`config.mk`:
```
export PLATFORM = sky130hd
export DESIGN_NAME = float_adder_pipe
export DESIGN_NICKNAME = d
export VERILOG_FILES = /design/src/rtl/float_adder_pipe.sv
export SDC_FILE = /design/constraint.sdc
export NUM_CORES = 1
export LEC_CHECK = 0
export BUFFER_PORTS_ARGS = -buffer_cell sky130_fd_sc_hd__buf_4
export CAP_MARGIN = 20
export CORE_MARGIN = 3
export CORE_UTILIZATION = 64
export CTS_BUF_LIST = sky130_fd_sc_hd__clkbuf_8
export DETAILED_ROUTE_END_ITERATION = 6
export PLACE_DENSITY = 0.86
export SLEW_MARGIN = 20
export SYNTH_ARGS = -nofsm -noshare
export SYNTH_HDL_FRONTEND = slang
export SYNTH_SLANG_ARGS = --single-unit
```
`constraint.sdc`:
```
create_clock -name clk -period 10.3 [get_ports clk]
set_input_delay 2.575 -clock clk [delete_from_list [all_inputs] [get_ports clk]]
set_output_delay 2.575 -clock clk [all_outputs]
set_load 0.02 [all_outputs]
```
`src/rtl/float_adder_pipe.sv`:
```
// float_adder_pipe: three-stage IEEE-754 binary adder/subtractor with
// valid/ready flow control, round-to-nearest-even, subnormals and specials.
//   S1 align     : unpack, resolve specials, swap so |X| >= |Y|, align Y.
//   S2 add/norm  : magnitude add or subtract, normalise (subnormal floor).
//   S3 round/pack: RNE rounding, overflow to infinity, special override.
// Optional feature: define FLOAT_ADDER_PIPE_FLAGS_EN to compute and register
// {invalid, overflow, inexact}; otherwise flags is tied to zero and c is
// unaffected.
//
// Handshake: a stage transfers on valid & ready. Each stage register loads
// when it is empty or when the next stage loads from it, so bubbles collapse
// and one result per cycle flows at full throughput. c and flags hold while
// out_valid is high and out_ready is low.
module float_adder_pipe #(
  parameter int E = 8,
  parameter int M = 23
) (
  input  logic         clk,
  input  logic         rst,
  input  logic         in_valid,
  output logic         in_ready,
  input  logic [E+M:0] a,
  input  logic [E+M:0] b,
  input  logic         sub,
  output logic         out_valid,
  input  logic         out_ready,
  output logic [E+M:0] c,
  output logic [2:0]   flags
);

  localparam int W = E + M + 1;
  // Aligned significand field: {hidden, mant, guard, round, sticky}.
  localparam int F = M + 4;
  localparam logic [W-1:0] QNAN = {1'b0, {E{1'b1}}, 1'b1, {(M-1){1'b0}}};

  // ---------------------------------------------------------------- control
  logic s1_valid, s2_valid, s3_valid;
  logic s1_rdy, s2_rdy, s3_rdy;
  logic s1_ld, s2_ld, s3_ld;

  assign s3_rdy    = !s3_valid || out_ready;
  assign s2_rdy    = !s2_valid || s3_rdy;
  assign s1_rdy    = !s1_valid || s2_rdy;
  assign in_ready  = s1_rdy;
  assign s1_ld     = in_valid && s1_rdy;
  assign s2_ld     = s1_valid && s2_rdy;
  assign s3_ld     = s2_valid && s3_rdy;
  assign out_valid = s3_valid;

  // Stage valid bits advance when the downstream side can take them.
  always_ff @(posedge clk) begin
    if (rst) begin
      s1_valid <= 1'b0;
      s2_valid <= 1'b0;
      s3_valid <= 1'b0;
    end else begin
      if (s1_rdy) s1_valid <= in_valid;
      if (s2_rdy) s2_valid <= s1_valid;
      if (s3_rdy) s3_valid <= s2_valid;
    end
  end

  // ---------------------------------------------------------- stage 1 align
  logic         sa, sb, sx, sy, swap;
  logic [E-1:0] ea, eb, ex_raw, ey_raw, ex_eff, ey_eff, de;
  logic [M-1:0] ma, mb, mx, my;
  logic [F-1:0] x_al, y_al;
  logic [2*F-1:0] y_ext;
  logic         a_nan, b_nan, a_inf, b_inf;
  logic         sp;
  logic [W-1:0] sp_val;

  assign sa = a[W-1];
  assign ea = a[W-2:M];
  assign ma = a[M-1:0];
  // Subtraction is folded in by flipping the sign of b up front.
  assign sb = b[W-1] ^ sub;
  assign eb = b[W-2:M];
  assign mb = b[M-1:0];

  // Raw {exp,mant} ordering matches magnitude ordering, subnormals included.
  assign swap   = {eb, mb} > {ea, ma};
  assign sx     = swap ? sb : sa;
  assign sy     = swap ? sa : sb;
  assign ex_raw = swap ? eb : ea;
  assign ey_raw = swap ? ea : eb;
  assign mx     = swap ? mb : ma;
  assign my     = swap ? ma : mb;

  // Subnormals use effective exponent 1 with a zero hidden bit.
  assign ex_eff = (ex_raw == '0) ? {{(E-1){1'b0}}, 1'b1} : ex_raw;
  assign ey_eff = (ey_raw == '0) ? {{(E-1){1'b0}}, 1'b1} : ey_raw;
  assign de     = ex_eff - ey_eff;

  assign x_al  = {|ex_raw, mx, 3'b000};
  assign y_ext = {|ey_raw, my, 3'b000, {F{1'b0}}} >> de;

  // Align Y to X; everything shifted past the field folds into sticky.
  always_comb begin
    y_al = '0;
    if (int'(de) >= M + 3) begin
      y_al[0] = |{ey_raw, my};
    end else begin
      y_al    = y_ext[2*F-1:F];
      y_al[0] = y_ext[F] | (|y_ext[F-1:0]);
    end
  end

  assign a_nan = (&ea) && (|ma);
  assign b_nan = (&eb) && (|mb);
  assign a_inf = (&ea) && !(|ma);
  assign b_inf = (&eb) && !(|mb);

  // Special operands resolve to a fixed result that overrides the datapath.
  always_comb begin
    sp     = 1'b0;
    sp_val = '0;
    if (a_nan || b_nan) begin
      sp     = 1'b1;
      sp_val = QNAN;
    end else if (a_inf && b_inf) begin
      sp     = 1'b1;
      sp_val = (sa != sb) ? QNAN : {sa, {E{1'b1}}, {M{1'b0}}};
    end else if (a_inf) begin
      sp     = 1'b1;
      sp_val = {sa, {E{1'b1}}, {M{1'b0}}};
    end else if (b_inf) begin
      sp     = 1'b1;
      sp_val = {sb, {E{1'b1}}, {M{1'b0}}};
    end
  end

`ifdef FLOAT_ADDER_PIPE_FLAGS_EN
  logic sp_inv, s1_inv, s2_inv;
  // invalid: signalling NaN operand, or inf minus inf with no NaN present.
  assign sp_inv = (a_nan || b_nan) ? ((a_nan && !ma[M-1]) || (b_nan && !mb[M-1]))
                                   : (a_inf && b_inf && (sa != sb));
`endif

  logic         s1_sx, s1_op, s1_sp;
  logic [E-1:0] s1_ex;
  logic [F-1:0] s1_xm, s1_ym;
  logic [W-1:0] s1_sp_val;

  // Stage 1 register: aligned operands plus the special-case tag.
  always_ff @(posedge clk) begin
    if (s1_ld) begin
      s1_sx     <= sx;
      s1_op     <= sx ^ sy;
      s1_ex     <= ex_eff;
      s1_xm     <= x_al;
      s1_ym     <= y_al;
      s1_sp     <= sp;
      s1_sp_val <= sp_val;
`ifdef FLOAT_ADDER_PIPE_FLAGS_EN
      s1_inv    <= sp_inv;
`endif
    end
  end

  // ------------------------------------------------ stage 2 add / normalise
  // Leading-zero count; the last hit scanning upward is the top set bit.
  function automatic int lzc(input logic [F-1:0] v);
    int n;
    n = F;
    for (int i = 0; i < F; i++) begin
      if (v[i]) n = F - 1 - i;
    end
    return n;
  endfunction

  logic [F:0]   sum;
  logic [F-1:0] n2_man;
  logic [E-1:0] n2_exp;
  logic         n2_sign;
  int           lz, lim, sh;

  // X >= Y in magnitude, so the difference never goes negative.
  assign sum = s1_op ? ({1'b0, s1_xm} - {1'b0, s1_ym})
                     : ({1'b0, s1_xm} + {1'b0, s1_ym});

  // Normalise: carry shifts right once, otherwise shift left down to exp 1.
  always_comb begin
    n2_man = '0;
    n2_exp = '0;
    lz     = 0;
    lim    = 0;
    sh     = 0;
    if (sum[F]) begin
      n2_man    = sum[F:1];
      n2_man[0] = sum[1] | sum[0];
      n2_exp    = s1_ex + 1'b1;
    end else begin
      lz     = lzc(sum[F-1:0]);
      lim    = int'(s1_ex) - 1;
      sh     = (lz < lim) ? lz : lim;
      n2_man = sum[F-1:0] << sh;
      n2_exp = s1_ex - E'(sh);
    end
    // Exact cancellation of opposite signs yields +0.
    n2_sign = (s1_op && (sum == '0)) ? 1'b0 : s1_sx;
  end

  logic         s2_sign, s2_sp;
  logic [E-1:0] s2_exp;
  logic [F-1:0] s2_man;
  logic [W-1:0] s2_sp_val;

  // Stage 2 register: normalised significand with G/R/S still attached.
  always_ff @(posedge clk) begin
    if (s2_ld) begin
      s2_sign   <= n2_sign;
      s2_exp    <= n2_exp;
      s2_man    <= n2_man;
      s2_sp     <= s1_sp;
      s2_sp_val <= s1_sp_val;
`ifdef FLOAT_ADDER_PIPE_FLAGS_EN
      s2_inv    <= s1_inv;
`endif
    end
  end

  // -------------------------------------------------- stage 3 round / pack
  logic         lsb, g, r, s, up, ovf;
  logic [M+1:0] rm;
  logic [E:0]   e3;
  logic         h3;
  logic [M-1:0] m3;
  logic [W-1:0] res;

  assign lsb = s2_man[3];
  assign g   = s2_man[2];
  assign r   = s2_man[1];
  assign s   = s2_man[0];
  assign up  = g & (r | s | lsb);
  assign rm  = {1'b0, s2_man[F-1:3]} + {{(M+1){1'b0}}, up};

  // Round to nearest even; a mantissa carry bumps the exponent.
  always_comb begin
    if (rm[M+1]) begin
      m3 = '0;
      h3 = 1'b1;
      e3 = {1'b0, s2_exp} + 1'b1;
    end else begin
      m3 = rm[M-1:0];
      h3 = rm[M];
      e3 = {1'b0, s2_exp};
    end
    ovf = (e3 >= {1'b0, {E{1'b1}}});
  end

  // Final result: special override, overflow to infinity, or packed value.
  always_comb begin
    if (s2_sp) begin
      res = s2_sp_val;
    end else if (ovf) begin
      res = {s2_sign, {E{1'b1}}, {M{1'b0}}};
    end else begin
      // A clear hidden bit means the value sits at the subnormal floor.
      res = {s2_sign, (h3 ? e3[E-1:0] : {E{1'b0}}), m3};
    end
  end

  // Output register for c; holds while the consumer stalls.
  always_ff @(posedge clk) begin
    if (rst) begin
      c <= '0;
    end else if (s3_ld) begin
      c <= res;
    end
  end

`ifdef FLOAT_ADDER_PIPE_FLAGS_EN
  logic [2:0] res_flags;

  // Flags: invalid only from specials; inexact from the pre-rounding bits.
  always_comb begin
    if (s2_sp) begin
      res_flags = {s2_inv, 2'b00};
    end else if (ovf) begin
      res_flags = 3'b011;
    end else begin
      res_flags = {2'b00, (g | r | s)};
    end
  end

  // Output register for flags, aligned with c.
  always_ff @(posedge clk) begin
    if (rst) begin
      flags <= 3'b000;
    end else if (s3_ld) begin
      flags <= res_flags;
    end
  end
`else
  assign flags = 3'b000;
`endif

endmodule

```
[Word level (Yosys, flattened, before mapping)]
Index checks and enable logic that the tools add are counted.
Operators by class
  $add $sub $neg: 8
  $lt $le $gt $ge: 4
  eq/ne operators: 1
  shifts and indexed selects: 2
  mux-type cells: 52
  bitwise logic cells: 7
  reductions and logical operators: 30
Operators by type and width (number)
  $mux 32: 33
  $mux 23: 3
  $shr 54x8->54: 1
  $mux 8: 6
  $reduce_or 23->1: 2
  $lt 32x9->1: 1
  $shl 27x32->27: 1
  $gt 31x31->1: 1
  $mux 31: 1
  $reduce_or 31->1: 1
  $add 27x27->28: 1
  $logic_not 28->1: 1
  $mux 28: 1
  $sub 27x27->28: 1
  $reduce_or 27->1: 1
  $mux 26: 1
  $add 24x1->25: 1
  $logic_not 8->1: 2
  $reduce_and 8->1: 2
  $reduce_or 8->1: 2
  $sub 8x8->8: 2
  $add 8x1->9 const B: 1
  $ge 9x8->1 const B: 1
  $logic_and 1x1->1: 9
  other kinds (12): 28
Storage, ports and cells
  register bits after elaboration: 198
  input port bits: 69
  output and inout bits: 37
  word-level logic and storage cells: 122

[Longest topological paths before layout]
  word-level depth: 34
  gate-level depth with buffers: 34
  gate-level depth less buffers: 32

[Least setup slack after synthesis]
OpenSTA, ideal clock, no wires.
  kind: input port to flip-flop
  from: input port a[25]
  to: register s1_ym[0] (data pin)
  setup time: 0.266 ns
  data arrival time: 9.117 ns
  data required time: 10.034 ns
  slack: 0.917 ns
  stages on the path: 24
  path buffers: 7
  cells stage by stage: inv_1 > ha_1 > o21ai_0 > o21a_1 > o31ai_1 > o21ai_1 > a31oi_2 > clkbuf_1 > clkbuf_1 > clkbuf_1 > buf_1 > clkbuf_1 > mux2i_1 > fa_1 > xnor2_1 > clkbuf_1 > clkbuf_1 > o21ai_0 > a222oi_1 > nand3_1 > nor4_1 > a41oi_1 > a2111oi_0 > o21ai_1
On the way
  word-level cells in the longest chain between the ends: 9
  elaborated cells on any way between the ends: 16
  those cells by class: add/sub: 1; order compare: 2; shift: 1; mux: 6; bitwise: 1; reduce/logical: 5
Ends and longest elaborated chain
  start: declaration: line 22  | input logic [E+M:0] a,
  $gt 31x31->1: line 82  | assign swap = {eb, mb} > {ea, ma};
  $mux 8 (on tied branches): line 85, 86
  $logic_not 8->1 (on tied branches): line 91, 92
  $mux 8 (on tied branches): line 91, 92
  $sub 8x8->8: line 93  | assign de = ex_eff - ey_eff;
  $shr 54x8->54: line 96  | assign y_ext = {|ey_raw, my, 3'b000, {F{1'b0}}} >> de;
  $reduce_or 27->1: line 105  | y_al[0] = y_ext[F] | (|y_ext[F-1:0]);
  $or 1x1->1: line 105
  $mux 1 (*): line 101  | if (int'(de) >= M + 3) begin
  named net y_al[0]: line 67  | logic [F-1:0] x_al, y_al;
  end signal: assignment: line 152  | s1_ym <= y_al;
  end: declaration: line 142  | logic [F-1:0] s1_xm, s1_ym;
Mark *: on every way through the listed nets, which the timed path passes. The rest lies on a longest branch.
A chain may end at the register's enable or synchronous reset.

[Worst setup path after layout]
  from: input port a[22]
  to: register s1_ym[0] (data pin)
On the way
  word-level cells in the longest chain between the ends: 9
  elaborated cells on any way between the ends: 16
  those cells by class: add/sub: 1; order compare: 2; shift: 1; mux: 6; bitwise: 1; reduce/logical: 5
Ends and longest elaborated chain
  $gt 31x31->1 (*): line 82
  $mux 8 (*): line 85  | assign ex_raw = swap ? eb : ea;
  $logic_not 8->1: line 91  | assign ex_eff = (ex_raw == '0) ? {{(E-1){1'b0}}, 1'b1} : ex_raw;
  $mux 8 (*): line 91
  named net ex_eff[1]: line 65  | logic [E-1:0] ea, eb, ex_raw, ey_raw, ex_eff, ey_eff, de;
  $sub 8x8->8 (*): line 93
  $shr 54x8->54: line 96
  $reduce_or 27->1: line 105
  $or 1x1->1: line 105
  $mux 1 (*): line 101
  named net y_al[0]: line 67
Marked as above.

==> impl_metrics.env <==
export IMPL_status="finished, violations left"
export IMPL_violations="design-rule violations"
export IMPL_post_cts_resized=0
export IMPL_hold_ws_ns=0.433
export IMPL_path_class="primary input to flop"
export IMPL_dp_hpwl_mm=38.4
export IMPL_drive_gt1_share_pct=13.3
export IMPL_yosysSeqAreaShare_pct=25.4
export IMPL_gp_congestion=1.04
export IMPL_setup_viol=0
export IMPL_comb_power_share_pct=66.0
export IMPL_ys_seq_elements=138
export IMPL_synth_edf_count=103
export IMPL_min_path_type="flop to flop"
export IMPL_viasPerCell=7.02
export IMPL_area_growth_pct=9.31
export IMPL_post_synth_num_cell_types=110
export IMPL_setup_tns_ns=0
export IMPL_period_needed_ns=9.31
export IMPL_cts_sinks=138
export IMPL_overflow=0
export IMPL_std_cell_rows=55
export IMPL_drtAntennaViolNets=0
export IMPL_p_leak_uw=0.00649
export IMPL_synthFlopType="edfxtp_1"
export IMPL_postRouteWirelength_mm=49.3
export IMPL_hold_viol=0
export IMPL_crit_fanout=16
export IMPL_skew_ns=0.0280
export IMPL_cap_viol_max_count=0
export IMPL_pwr_share_seq_pct=21.4
export IMPL_io_buffer_count=102
export IMPL_grt_max_degree=83
export IMPL_mostFrequentLayoutCells="162 x nand2_1, 152 x nor2_1, 129 x buf_4"
export IMPL_nets=2021
export IMPL_post_cts_buffers=0
export IMPL_vdd_ir_drop_max_uv=109
export IMPL_start_util_pct=65.6
export IMPL_insertion_delay_ns=0.48
export IMPL_firstDrtPassIters=7
export IMPL_diodes=0
export IMPL_final_max_slew_violation_count=0
export IMPL_worstPathArrival_ns=9.50
export IMPL_cts_hold_buffers=0
export IMPL_die_w_um=159
export IMPL_syn_instance_count=1795
export IMPL_max_slew_margin_pct=18.3
export IMPL_clock_path_buffers=2
export IMPL_clockPowerShare_pct=12.6
export IMPL_fp_dieH_um=159
export IMPL_intPower_uw=1810
export IMPL_crit_required_ns=10.49
export IMPL_rsz0062_at_grt="no"
export IMPL_ctsHtreeMaxLevel=4
export IMPL_placeableCoreArea_sq_um=22800
export IMPL_tightest_slew_ns=1.19
export IMPL_grt_usage_pct=37.8
export IMPL_powerDensity_nw_per_um2=226
export IMPL_yosysWarnings=0
export IMPL_syn_area_sq_um=15000
export IMPL_first_global_vias=14400
export IMPL_ctsRootBufferMaster="clkbuf_8"
export IMPL_first_iter_violations=2008
export IMPL_end_kind="flop"
export IMPL_grt_pass1_wl_mm=77.5
export IMPL_fillers=1748
export IMPL_ioPinCount=106
export IMPL_final_common_cell="nand2_1"
export IMPL_power_uw=3690
export IMPL_switching_share_pct=50.9
export IMPL_post_route_period_util_pct=90.4
export IMPL_syn_area_per_cell_sq_um=8.33
export IMPL_start_kind="primary input"
export IMPL_num_vias=15200
export IMPL_cts_made_buffers=17
export IMPL_die_area_sq_um=25200
export IMPL_clock_fmax_ghz=0.107
export IMPL_drcViolationCount=4
export IMPL_async_reset_ff_share_pct=0
export IMPL_cts_tree="done"
export IMPL_antenna_found_initial=1
export IMPL_path_clk_slew_ns=0.10
export IMPL_p_switching_uw=1880
export IMPL_wl_per_cell_um=22.7
==> power by group through the flow <==
stage	Combinational (uW)	Sequential [uW]	Clock [uW]
2_1_floorplan	1720	783	0
3_3_place_gp	2310	793	0
3_5_place_dp	2330	799	0
4_1_cts	2350	787	468
5_1_grt	2600	797	496
6_report	2430	789	464
==> cells by family (layout without fill, tap and decap cells) <==
| family | Yosys count | in the layout | share of synthesized area, % |
|---|---|---|---|
| AND/OR/NAND/NOR | 621 | 621 | 20.9 |
| flip-flops | 138 | 138 | 25.4 |
| buffers and inverters | 204 | 266 | 5.70 |
| other | 1 | 3 | 0.0251 |
| multiplexers | 104 | 104 | 8.63 |
| AO/OA/AOI/OAI | 544 | 544 | 25.6 |
| adder cells (fa/ha/maj) | 106 | 106 | 9.02 |
| XOR/XNOR | 77 | 77 | 4.74 |
==> worst max-delay path, stage by stage <==
cell	delay [ns]
buf_4	0.10
inv_1	0.04
ha_1	0.34
and3_1	0.25
and4_1	0.19
a21boi_1	0.15
a2111oi_2	0.64
a31oi_4	0.33
nand2_1	0.13
o21ai_0	0.08
buf_4	0.17
or4_1	0.49
nor4_1	0.27
nor2b_1	0.11
ha_1	0.23
inv_1	0.07
fa_1	0.33
xor2_2	0.38
buf_4	0.29
mux4_2	0.51
mux2i_1	0.27
nand2_1	0.12
a32o_1	0.29
nor4_1	0.31
a41oi_1	0.21
a2111oi_0	0.49
o21ai_1	0.10
==> cell type report <==
cell class,count,area [sq um],area share (%)
Inverter,104,390,2.39
Tap cell,313,392,2.40
Multi-Input combinational cell,1455,10400,63.5
Clock buffer,17,234,1.43
Sequential cell,138,3790,23.2
Timing Repair Buffer,130,996,6.09
Clock inverter,15,156,0.957
==> through the flow <==
step                      setup slack, ns  utilization [%]  std cells  instance area, sq um
after floorplan                     0.917                -       1797                 15000
after global routing                0.486             71.7       2172                 16300
after global placement              0.937             69.9       2139                 15900
after detailed placement            0.712             69.9       2139                 15900
after CTS                            1.19             71.6       2171                 16300
final                               0.993             71.7       2172                 16300
==> state kept, by name, summed over array words and instances (netlist names) <==
signal     count
c             32
s1_ym         27
s2_man        27
s1_xm         24
s1_ex          8
s2_exp         8
s1_sp_val      3
s2_sp_val      3
out_valid      1
s1_op          1
s1_sx          1
s1_valid       1
s2_sign        1
s2_valid       1
==> cell usage after synthesis (11+ instances only) <==
cell type    n  area [sq um]
xnor2_1     44           385
nor3_1      46           230
o221ai_1    15           131
o211ai_1    30           225
edfxtp_1   103          3090
nand3_1     49           245
mux2_2      22           248
o2111ai_1   15           131
inv_1       99           372
a211oi_1    34           255
nand2b_1    22           138
buf_2       30           150
a22oi_1     29           218
nand4_1     24           150
nor2_1     152           571
clkbuf_1    51           191
o22ai_1     13          81.3
and3_1      26           163
a21oi_1    110           551
and2_1      21           131
xor2_1      30           263
mux4_2      17           383
or3_1       19           119
nor4_1      28           175
mux2i_1     63           631
a31oi_1     17           106
dfxtp_1     35           701
nand2_1    162           608
o21bai_1    11          82.6
nor2b_1     19           119
o21ai_1     11          55.1
a21o_1      24           180
ha_1       103          1290
o21a_1      11          82.6
o31ai_1     11          82.6
o21ai_0     95           475
==> path summary, 6_finish.rpt <==
check / start / to / slack, ns / depth (start not counted)
worst max-delay path: a[22] / s1_ym[0]$_DFFE_PP_ / 0.99 / 27
worst max register to register: s1_xm[3]$_DFFE_PP_ / s2_exp[7]$_DFFE_PP_ / 1.88 / 31
worst min register to register: s1_sp_val[22]$_SDFFCE_PP1P_ / s2_sp_val[22]$_DFFE_PP_ / 0.43 / 0
worst min-delay path: s1_sp_val[22]$_SDFFCE_PP1P_ / s2_sp_val[22]$_DFFE_PP_ / 0.43 / 0
==> per-layer routing <==
layer	vias up	track usage (%)	share of wire (%)
li1	6919	-	-
met1	7139	49.5	40
met2	995	60.6	45
met3	196	7.67	10
met4	0	16.8	4.9
met5	-	0	0
(Power assumes the default switching activity.)
